**src/rtl/snake_pkg.sv**
```systemverilog
// Shared types for the snake game.
//   dir_t      : 2-bit heading encoding used by the command queue and the
//                movement logic (0 right, 1 down, 2 left, 3 up).
//   is_reverse : true when two headings point in opposite directions.
package snake_pkg;

  typedef enum logic [1:0] {
    DIR_RIGHT = 2'd0,
    DIR_DOWN  = 2'd1,
    DIR_LEFT  = 2'd2,
    DIR_UP    = 2'd3
  } dir_t;

  // Opposite headings differ only in the upper encoding bit.
  function automatic logic is_reverse(dir_t a, dir_t b);
    return (a ^ b) == 2'b10;
  endfunction

endpackage

```
**src/rtl/input_debounce.sv**
```systemverilog
// Conditions one asynchronous level input.
//   clk, rst : clock and synchronous active-low reset
//   din      : raw asynchronous level
//   hold     : when high, a debounced rising edge is swallowed (level still tracks)
//   rise     : registered one-cycle pulse on each debounced rising edge
// Path: 2-FF synchroniser -> stability counter -> rising-edge pulse.
module input_debounce #(
  parameter int DEBOUNCE_CYCLES = 1_000_000
) (
  input  logic clk,
  input  logic rst,
  input  logic din,
  input  logic hold,
  output logic rise
);

  localparam int CW = $clog2(DEBOUNCE_CYCLES);

  logic          meta;
  logic          sync;
  logic          level;
  logic [CW-1:0] cnt;
  logic          flip;

  // The level flips on the DEBOUNCE_CYCLES-th consecutive cycle in which the
  // synchronised input disagrees with it.
  assign flip = (sync != level) && (cnt == CW'(DEBOUNCE_CYCLES - 1));

  // NOTE: sequential state uses non-blocking assignments so every register
  // samples pre-edge values; blocking here would collapse the synchroniser.
  always_ff @(posedge clk) begin
    if (!rst) begin
      meta  <= 1'b0;
      sync  <= 1'b0;
      level <= 1'b0;
      cnt   <= '0;
      rise  <= 1'b0;
    end else begin
      meta <= din;
      sync <= meta;
      rise <= flip && sync && !hold;
      if (sync == level) begin
        cnt <= '0;
      end else if (flip) begin
        level <= sync;
        cnt   <= '0;
      end else begin
        cnt <= cnt + CW'(1);
      end
    end
  end

endmodule

```
**src/rtl/dir_cmd_queue.sv**
```systemverilog
// Turn-command front end for the snake game.
//   clk, rst      : clock, synchronous active-low reset
//   btn_dir[3:0]  : raw buttons (0 up, 1 left, 2 right, 3 down)
//   kb_*          : PS/2 direction levels
//   restart       : game restart level; clears the queue and heading
//   tick          : game-step pulse; releases one queued turn
//   dir           : current heading (dir_t encoding)
//   dir_changed   : pulse when dir takes a newly popped value
//   q_count       : FIFO occupancy
//   req_drop      : pulse when a request edge is discarded
// Requests are filtered against the newest queued heading (or dir when the
// queue is empty) so that duplicates and reversals never enter the queue.
module dir_cmd_queue
  import snake_pkg::*;
#(
  parameter int DEBOUNCE_CYCLES = 1_000_000,
  parameter int QUEUE_DEPTH     = 4
) (
  input  logic                           clk,
  input  logic                           rst,
  input  logic [3:0]                     btn_dir,
  input  logic                           kb_up,
  input  logic                           kb_down,
  input  logic                           kb_left,
  input  logic                           kb_right,
  input  logic                           restart,
  input  logic                           tick,
  output logic [1:0]                     dir,
  output logic                           dir_changed,
  output logic [$clog2(QUEUE_DEPTH):0]   q_count,
  output logic                           req_drop
);

  localparam int PW = $clog2(QUEUE_DEPTH);
  localparam int CW = PW + 1;

  logic [7:0]    raw;
  logic [7:0]    rise;
  dir_t          dir_q;
  dir_t          mem [QUEUE_DEPTH];
  logic [PW-1:0] wr_ptr;
  logic [PW-1:0] rd_ptr;
  logic [PW-1:0] tail_ptr;
  logic [CW-1:0] cnt_q;

  logic req_up, req_down, req_left, req_right;
  logic req_valid, multi, pop, push, reject, drop;
  dir_t req_dir, tail_dir;

  assign raw = {kb_right, kb_left, kb_down, kb_up, btn_dir};

  for (genvar i = 0; i < 8; i++) begin : g_in
    input_debounce #(.DEBOUNCE_CYCLES(DEBOUNCE_CYCLES)) u_deb (
      .clk  (clk),
      .rst  (rst),
      .din  (raw[i]),
      .hold (restart),
      .rise (rise[i])
    );
  end

  assign tail_ptr = wr_ptr - PW'(1);

  // NOTE: every always_comb output gets a default first so no path can leave
  // it unassigned and infer a latch.
  always_comb begin
    req_up    = (rise[0] | rise[4]) & ~restart;
    req_left  = (rise[1] | rise[6]) & ~restart;
    req_right = (rise[2] | rise[7]) & ~restart;
    req_down  = (rise[3] | rise[5]) & ~restart;
    req_valid = req_up | req_down | req_left | req_right;
    multi     = $countones({req_up, req_down, req_left, req_right}) > 1;

    req_dir = DIR_RIGHT;
    if (req_up)        req_dir = DIR_UP;
    else if (req_down) req_dir = DIR_DOWN;
    else if (req_left) req_dir = DIR_LEFT;

    tail_dir = (cnt_q != '0) ? mem[tail_ptr] : dir_q;
    pop      = tick && (cnt_q != '0) && !restart;

    // A full queue only refuses when this cycle's pop does not free a slot.
    reject = (req_dir == tail_dir) || is_reverse(req_dir, tail_dir) ||
             ((cnt_q == CW'(QUEUE_DEPTH)) && !pop);
    push   = req_valid && !reject;
    drop   = multi || (req_valid && reject);
  end

  always_ff @(posedge clk) begin
    if (!rst) begin
      dir_q       <= DIR_RIGHT;
      dir_changed <= 1'b0;
      req_drop    <= 1'b0;
      cnt_q       <= '0;
      wr_ptr      <= '0;
      rd_ptr      <= '0;
    end else if (restart) begin
      dir_q       <= DIR_RIGHT;
      dir_changed <= 1'b0;
      req_drop    <= 1'b0;
      cnt_q       <= '0;
      wr_ptr      <= '0;
      rd_ptr      <= '0;
    end else begin
      req_drop    <= drop;
      dir_changed <= pop && (mem[rd_ptr] != dir_q);
      if (pop) begin
        dir_q  <= mem[rd_ptr];
        rd_ptr <= rd_ptr + PW'(1);
      end
      if (push) wr_ptr <= wr_ptr + PW'(1);
      unique case ({push, pop})
        2'b10:   cnt_q <= cnt_q + CW'(1);
        2'b01:   cnt_q <= cnt_q - CW'(1);
        default: cnt_q <= cnt_q;
      endcase
    end
  end

  // NOTE: queue storage has no reset; an entry is only read after it has
  // been written, so clearing it would buy nothing.
  always_ff @(posedge clk) begin
    if (push) mem[wr_ptr] <= req_dir;
  end

  assign dir     = dir_q;
  assign q_count = cnt_q;

endmodule

```
**config.mk**
```make
export PLATFORM = sky130hd
export DESIGN_NAME = dir_cmd_queue
export DESIGN_NICKNAME = d
export VERILOG_FILES = /design/src/rtl/snake_pkg.sv /design/src/rtl/input_debounce.sv /design/src/rtl/dir_cmd_queue.sv
export SDC_FILE = /design/constraint.sdc
export NUM_CORES = 1
export LEC_CHECK = 0
export BUFFER_PORTS_ARGS = -buffer_cell sky130_fd_sc_hd__buf_2
export CORE_MARGIN = 2
export CORE_UTILIZATION = 67
export DETAILED_ROUTE_END_ITERATION = 8
export PLACE_DENSITY = 0.94
export SLEW_MARGIN = 20
export SYNTH_ARGS = -nofsm -noshare
export SYNTH_HDL_FRONTEND = slang
export SYNTH_SLANG_ARGS = --single-unit
```
**constraint.sdc**
```tcl
create_clock -name clk -period 6.8 [get_ports clk]
set_clock_uncertainty 0.15 [all_clocks]
set_input_delay 0 -clock clk [delete_from_list [all_inputs] [get_ports clk]]
set_output_delay 0 -clock clk [all_outputs]
set_load 0.02 [all_outputs]
```
======== Yosys cells after proc, flatten, opt, wreduce, memory -nomap -nowiden ========
Memory sizes are Yosys's and may differ from the RTL's. A register that Yosys moved wholly into a read port is not among the register bits.
Index checks and enable logic that the tools add are counted.
word-level totals
  ROM bits ................................ 0
  flip-flop bits (word level) ............. 203
  bits in writable memories ............... 8
  memories kept ........................... 1
  output and inout bits ................... 7
  latch bits .............................. 0
operators by class
  add/sub/neg operators ................... 16
  shift operators ......................... 0
  divide/modulo/power cells ............... 0
  reduce and logical (&&, ||, !) cells .... 55
  muxes and demuxes ....................... 9
  equal/unequal tests ..................... 30
  order comparisons ....................... 1
  multiply operators ...................... 0
  bitwise logic cells ..................... 22
memory list
  memory  depth  bits a word  read ports  clocked after memory_dff  write ports  RTL line             RTL
  mem     4      2            2           1                         1            dir_cmd_queue.sv:40  dir_t mem [QUEUE_DEPTH];
operator list
  operator                                                       number
  adder 20 x 1 -> 20 bit, second input constant                  8
  equality test 20 bit, second input constant                    8
  logical AND 1 bit                                              30
  OR reduction 3 bit                                             8
  AND reduction 2 bit                                            8
  2-to-1 mux 2 bit                                               6
  inverter 1 bit                                                 10
  equality test 1 bit                                            8
  inequality test 1 bit                                          8
  bitwise OR 1 bit                                               7
  one-hot mux 3 bit (2 select lines)                             1
  adder 1 x 1 -> 2 bit                                           2
  adder 2 x 1 -> 2 bit, second input constant                    2
  bitwise AND 1 bit                                              4
  equality test 2 bit, second input constant                     2
  adder 2 x 2 -> 3 bit                                           1
  adder 3 x 1 -> 3 bit, second input constant                    1
  equality test 3 bit, second input constant                     1
  greater-than comparator 3 x 1 -> 1 bit, second input constant  1
  zero test 1 bit                                                3
  logical OR 1 bit                                               3
  nonzero test 3 bit                                             1
  subtractor 3 x 1 -> 3 bit, second input constant               1
  equality test 2 x 1 -> 1 bit, second input constant            1
  other kinds (7)                                                8

======== Longest topological paths before layout ========
  word-level depth ........................ 13
  depth in mapped cells ................... 13
  mapped depth without buffers ............ 13

======== Cells and area by module ========
Synthesis repeated with hierarchy kept, for this count alone.
unflattened totals
  cell total of the unflattened synthesis .. 1068
  area, all modules ....................... 9535.4 um^2
modules (own cells, without submodules)
  module                               seq. area each (um^2)  area each (um^2)  cells an instance  instances
  input_debounce at g_in[0].u_deb ...  480.5                  1058.5            122                7
  dir_cmd_queue                        500.5                  1082.3            96                 1
  input_debounce at g_in[7].u_deb      480.5                  1043.5            118                1

======== Worst setup path after synthesis ========
Ideal clock, no wire load.
  path type ............................... register to register
  from .................................... register wr_ptr[0]
  to ...................................... register cnt_q[2] (netlist: q_count[2])
  path slack .............................. 3870 ps
  stages on the path, launching flop included .. 14
  setup time .............................. 71 ps
  clock period less this slack ............ 2930 ps
  arrival time ............................ 2709 ps
  path through ............................ dfxtp_1 inv_1 ha_1 mux4_2 mux2i_4 xnor2_2 nor2_1 inv_1 ha_1 inv_1 fa_1 xor2_1 or3_1 a21oi_1
between the ends
  longest elaborated chain between the ends .. 11
  elaborated cells on any way between the ends .. 14
RTL lines
  element                                                                          RTL line              RTL
  from (decl)                                                                      dir_cmd_queue.sv:41   logic [PW-1:0] wr_ptr;
  from (signal assigned)                                                           dir_cmd_queue.sv:111  if (push) wr_ptr <= wr_ptr + PW'(1);
  subtractor 2 x 1 -> 2 bit *                                                      dir_cmd_queue.sv:62   assign tail_ptr = wr_ptr - PW'(1);
  net tail_ptr[0]                                                                  dir_cmd_queue.sv:43   logic [PW-1:0] tail_ptr;
  memory (4 x 2 bit) *                                                             -
  2-to-1 mux 2 bit *                                                               dir_cmd_queue.sv:79   tail_dir = (cnt_q != '0) ? mem[tail_ptr] : dir_q;
  bitwise XOR 2 bit                                                                snake_pkg.sv:16       return (a ^ b) == 2'b10;
  equality test 2 bit                                                              snake_pkg.sv:16
  logical OR 1 bit * (2 in a row)                                                  dir_cmd_queue.sv:83   reject = (req_dir == tail_dir) || is_reverse(req_dir, tail_dir) ||
  zero test 1 bit *                                                                dir_cmd_queue.sv:85   push = req_valid && !reject;
  logical AND 1 bit *                                                              dir_cmd_queue.sv:85
  equality test 2 x 1 -> 1 bit / equality test 2 bit (equally long branches)       dir_cmd_queue.sv:112  unique case ({push, pop})
  one-hot mux 3 bit (2 select lines) / nonzero test 2 bit (equally long branches)  -
  to (signal assigned)                                                             dir_cmd_queue.sv:113  2'b10: cnt_q <= cnt_q + CW'(1);
  to (signal assigned)                                                             dir_cmd_queue.sv:114  2'b01: cnt_q <= cnt_q - CW'(1);
  to (signal assigned)                                                             dir_cmd_queue.sv:115  default: cnt_q <= cnt_q;
  to (decl)                                                                        dir_cmd_queue.sv:44   logic [CW-1:0] cnt_q;
Mark *: on every way through the listed nets, which the timed path passes. The rest lies on a longest branch.
A chain may end at the register's enable or synchronous reset.

======== Worst setup path in the final report ========
Same ends and word-level chain as after synthesis.

==> summary.txt <==
Logic synthesis
  • Post-synth cell types: 49
  • Share of the synthesized area in the top cell type: 45.4%
  • Area contributors post-synth: dfxtp_1 (45%), xor2_1 (9.1%), nor2_1 (7.7%)
  • Synthesized area per cell: 9.39 um^2
  • Synth area leader: dfxtp_1
  • Simple-gate area share of the yosys netlist: 27.9%
  • Synth Area in Compound Gates: 1.09%
  • Multiplexer share of the synthesized area: 2.10%
  • Count leader, synth: dfxtp_1
  • Top post-synthesis cells by count: dfxtp_1 (205), nor2_1 (185), xor2_1 (94)
  • Largest family of logic cells by synthesized area: simple AND/OR/NAND/NOR gates
  • Mapped Cells: 964
  • Synth warn: 0
  • Adder-Cell Fraction of Synth Area: 2.38%
  • Net count after synthesis: 992
  • FFs w/ async S/R, synth: 0%
  • Top_reg_cell synth: dfxtp_1
  • Synthesized flop and latch total: 213
  • Syn Std Cell Area: 9050 um^2
  • Sequential fraction of the synthesis area: 48.0%
  • XOR/XNOR Fraction of Synth Area: 15.7%
  • EDFF count, synth: 8

Global routing
  • Vias in the first global route: 6569
  • Initial antenna violation count: 0
  • GRT overflow: 0
  • Total GRT Usage: 24.1%
  • Global-route wire length before repair: 29.4 mm
  • Largest net degree at the start of global routing: 35

STA
  • Unrepaired setup endpoints after global routing: no
  • Slew HR: 48.3%
  • Worst Tran Pin Value: 0.774 ns
  • Setup Total Neg Slack: 0 ns
  • Final Hold Fails: 0
  • Final setup viols: 0
  • Fin worst setup slack: 3.50 ns
  • Fmax: 0.303 GHz
  • Period utilization: 48.5%
  • Max-slew violations: 0
  • Post-layout min period: 3.30 ns

Placement
  • Placed Cells: 1132
  • Placed cell areas: 9220 um^2
  • DP HPWL: 10.6 mm
  • GPL Wtd Cong: 0.818
  • IO buf count: 18
  • Dpl ws: 3.64 ns

Floorplan
  • Die area: 14500 um^2
  • IO Pins: 19
  • Die Ht: 120 um
  • Core area: 13200 um^2
  • FP Rows: 42
  • Initial cell density of the core: 68.6%
  • Die width: 120 um

Critical path
  • CP Class: flop to flop
  • Reg-to-Reg Start: wr_ptr[0]
  • Length in cells of the worst reg-to-reg path: 13
  • CP max FO: 5
  • Crit path from: wr_ptr[0]
  • Worst path required time: 7.04 ns
  • Nature of the critical path endpoint: flop
  • Reg2Reg Capture Point: q_count[2]
  • Worst EP arrival: 3.54 ns
  • CP startpoint kind: flop
  • Flop-to-flop setup slack: 3.50 ns

Hold path
  • Worst hold path endpoint: g_in[0].u_deb.sync
  • WHS Path Cells: 1
  • HP Class: flop to flop
  • Hold Path Origin: g_in[0].u_deb.meta

Power
  • Leakage dissipation: 3.53 nW
  • Int Pwr: 0.00203 W
  • Clock power frac: 48.1%
  • Peak supply drop: 0.200 mV
  • Switching power: 0.000477 W
  • Part of the power in registers: 50.5%
  • Power Density: 247 nW/um^2
  • Sw Share: 19.1%
  • Logic gate share of total power: 1.4%

Cells and area
  • Final instance area: 10100 um^2
  • Fillers: 794
  • Nets@finish: 1026
  • Area Growth Syn to Fin: 11.9%
  • Layout cell share with drive strength beyond 1: 7.52%
  • Post-Layout Cell Count: 1186
  • # diodes: 0

Clocking
  • Hold-fix buffers, CTS: 19
  • Worst-skew pair later-pin latency: 0.48 ns
  • Post-CTS sizing: 0
  • Clock buffer count from CTS: 21
  • Post-CTS setup repair buffer count: 0
  • CTS tree: built
  • Clock buffer depth: 3
  • Clock sink count: 213
  • CTS Root Cell: clkbuf_16
  • CTS H-Tree Depth: 1
  • Clock Pin Slew Worst Setup and Hold Paths: 0.06 ns

Routing
  • WL/cell: 14.5 um
  • DR vias/cell: 5.60
  • DRC Markers: 0
  • DRT Wirelength: 17.2 mm
  • Via count: 6644
  • Routed Antenna Nets: 0
  • Number of DRC markers in iteration 0: 370
  • DRT Pass-1 Iters: 8

Outcome
  • Status: complete, no violations

Job
  • MaxCap Viol Count: 0
-- power groups by stage --
stage / clock network, W / registers (W) / logic, W
4_1_cts: 0.00122 / 0.00126 / 0.0000334
5_1_grt: 0.00127 / 0.00126 / 0.0000374
2_1_floorplan: 0 / 0.00129 / 0.0000192
3_5_place_dp: 0 / 0.00129 / 0.0000247
6_report: 0.00121 / 0.00126 / 0.0000340
3_3_place_gp: 0 / 0.00129 / 0.0000244
-- sequential cells by signal, indices dropped and copies added, names as in the netlist, named ones only --
name / count
g_in.u_deb.cnt: 160
g_in.u_deb.rise: 8
q_count: 3
dir_changed: 1
wr_ptr: 2
dir: 2
rd_ptr: 2
g_in.u_deb.sync: 8
g_in.u_deb.meta: 8
g_in.u_deb.level: 8
req_drop: 1
mem: 8
-- cells in the final DEF, fill, tap and decap left out, types with 14 or more instances in the layout --
| master | n |
|---|---|
| and2_1 | 26 |
| and3_1 | 29 |
| and4_1 | 16 |
| buf_2 | 18 |
| clkbuf_16 | 21 |
| dfxtp_1 | 205 |
| dlygate4sd3_1 | 19 |
| ha_1 | 14 |
| inv_1 | 31 |
| nand2_1 | 48 |
| nand3_1 | 63 |
| nand4_1 | 32 |
| nor2_1 | 185 |
| nor3_1 | 17 |
| nor4_1 | 15 |
| xnor2_1 | 64 |
| xor2_1 | 94 |
-- cells by family (layout without fill, tap and decap cells) --
family / Yosys count / count (layout)
buffers and inverters: 57 / 103
flip-flops: 213 / 213
AND/OR/NAND/NOR: 488 / 488
AO/OA/AOI/OAI: 16 / 16
XOR/XNOR: 160 / 160
adder cells (fa/ha/maj): 16 / 16
multiplexers: 14 / 14
-- stage by stage --
stage,hold WS (ns),total power [W],utilization [%]
detailed placement,0.0606,0.00132,69.9
finish,0.282,0.00250,76.8
CTS,0.285,0.00252,76.8
global route,0.305,0.00257,76.8
floorplan,-0.0227,0.00131,-
global placement,0.0623,0.00132,69.9
-- worst max-delay path, stage by stage (launching register included) --
cell	delay, ns
dfxtp_1	0.43
inv_1	0.13
ha_1	0.35
mux4_2	0.33
mux2i_4	0.23
xnor2_2	0.18
nor2_1	0.08
inv_1	0.06
ha_1	0.18
inv_1	0.07
fa_1	0.37
xor2_1	0.15
or3_1	0.31
a21oi_1	0.19
-- metal layers --
metal / track usage (%) / wire (um) / vias up
met3: 3.54 / 605 / 53
met5: 0 / 0 / -
li1: - / - / 3294
met4: 8.21 / 509 / 0
met2: 43.4 / 8560 / 137
met1: 29.5 / 7470 / 3160
-- cell type report --
| class | count | area (um^2) | area share [%] |
|---|---|---|---|
| clock buffers | 28 | 582 | 5.74 |
| clock inverters | 7 | 139 | 1.37 |
| inverters | 31 | 116 | 1.15 |
| multi-input cells | 694 | 4450 | 43.9 |
| flip-flops and latches | 213 | 4340 | 42.9 |
| well taps | 176 | 220 | 2.17 |
| repair buffers | 37 | 280 | 2.77 |
-- how the worst max path moves through the flow --
stage                 end  cells past startpoint  slack (ns)
6_report       q_count[2]                     13        3.50
5_1_grt        q_count[2]                     13        3.36
4_1_cts        q_count[2]                     13        3.53
3_5_place_dp   q_count[2]                     13        3.64
3_3_place_gp   q_count[2]                     13        3.77
2_1_floorplan  q_count[2]                     13        3.87
Note: power is estimated with default switching activity, not from simulation.
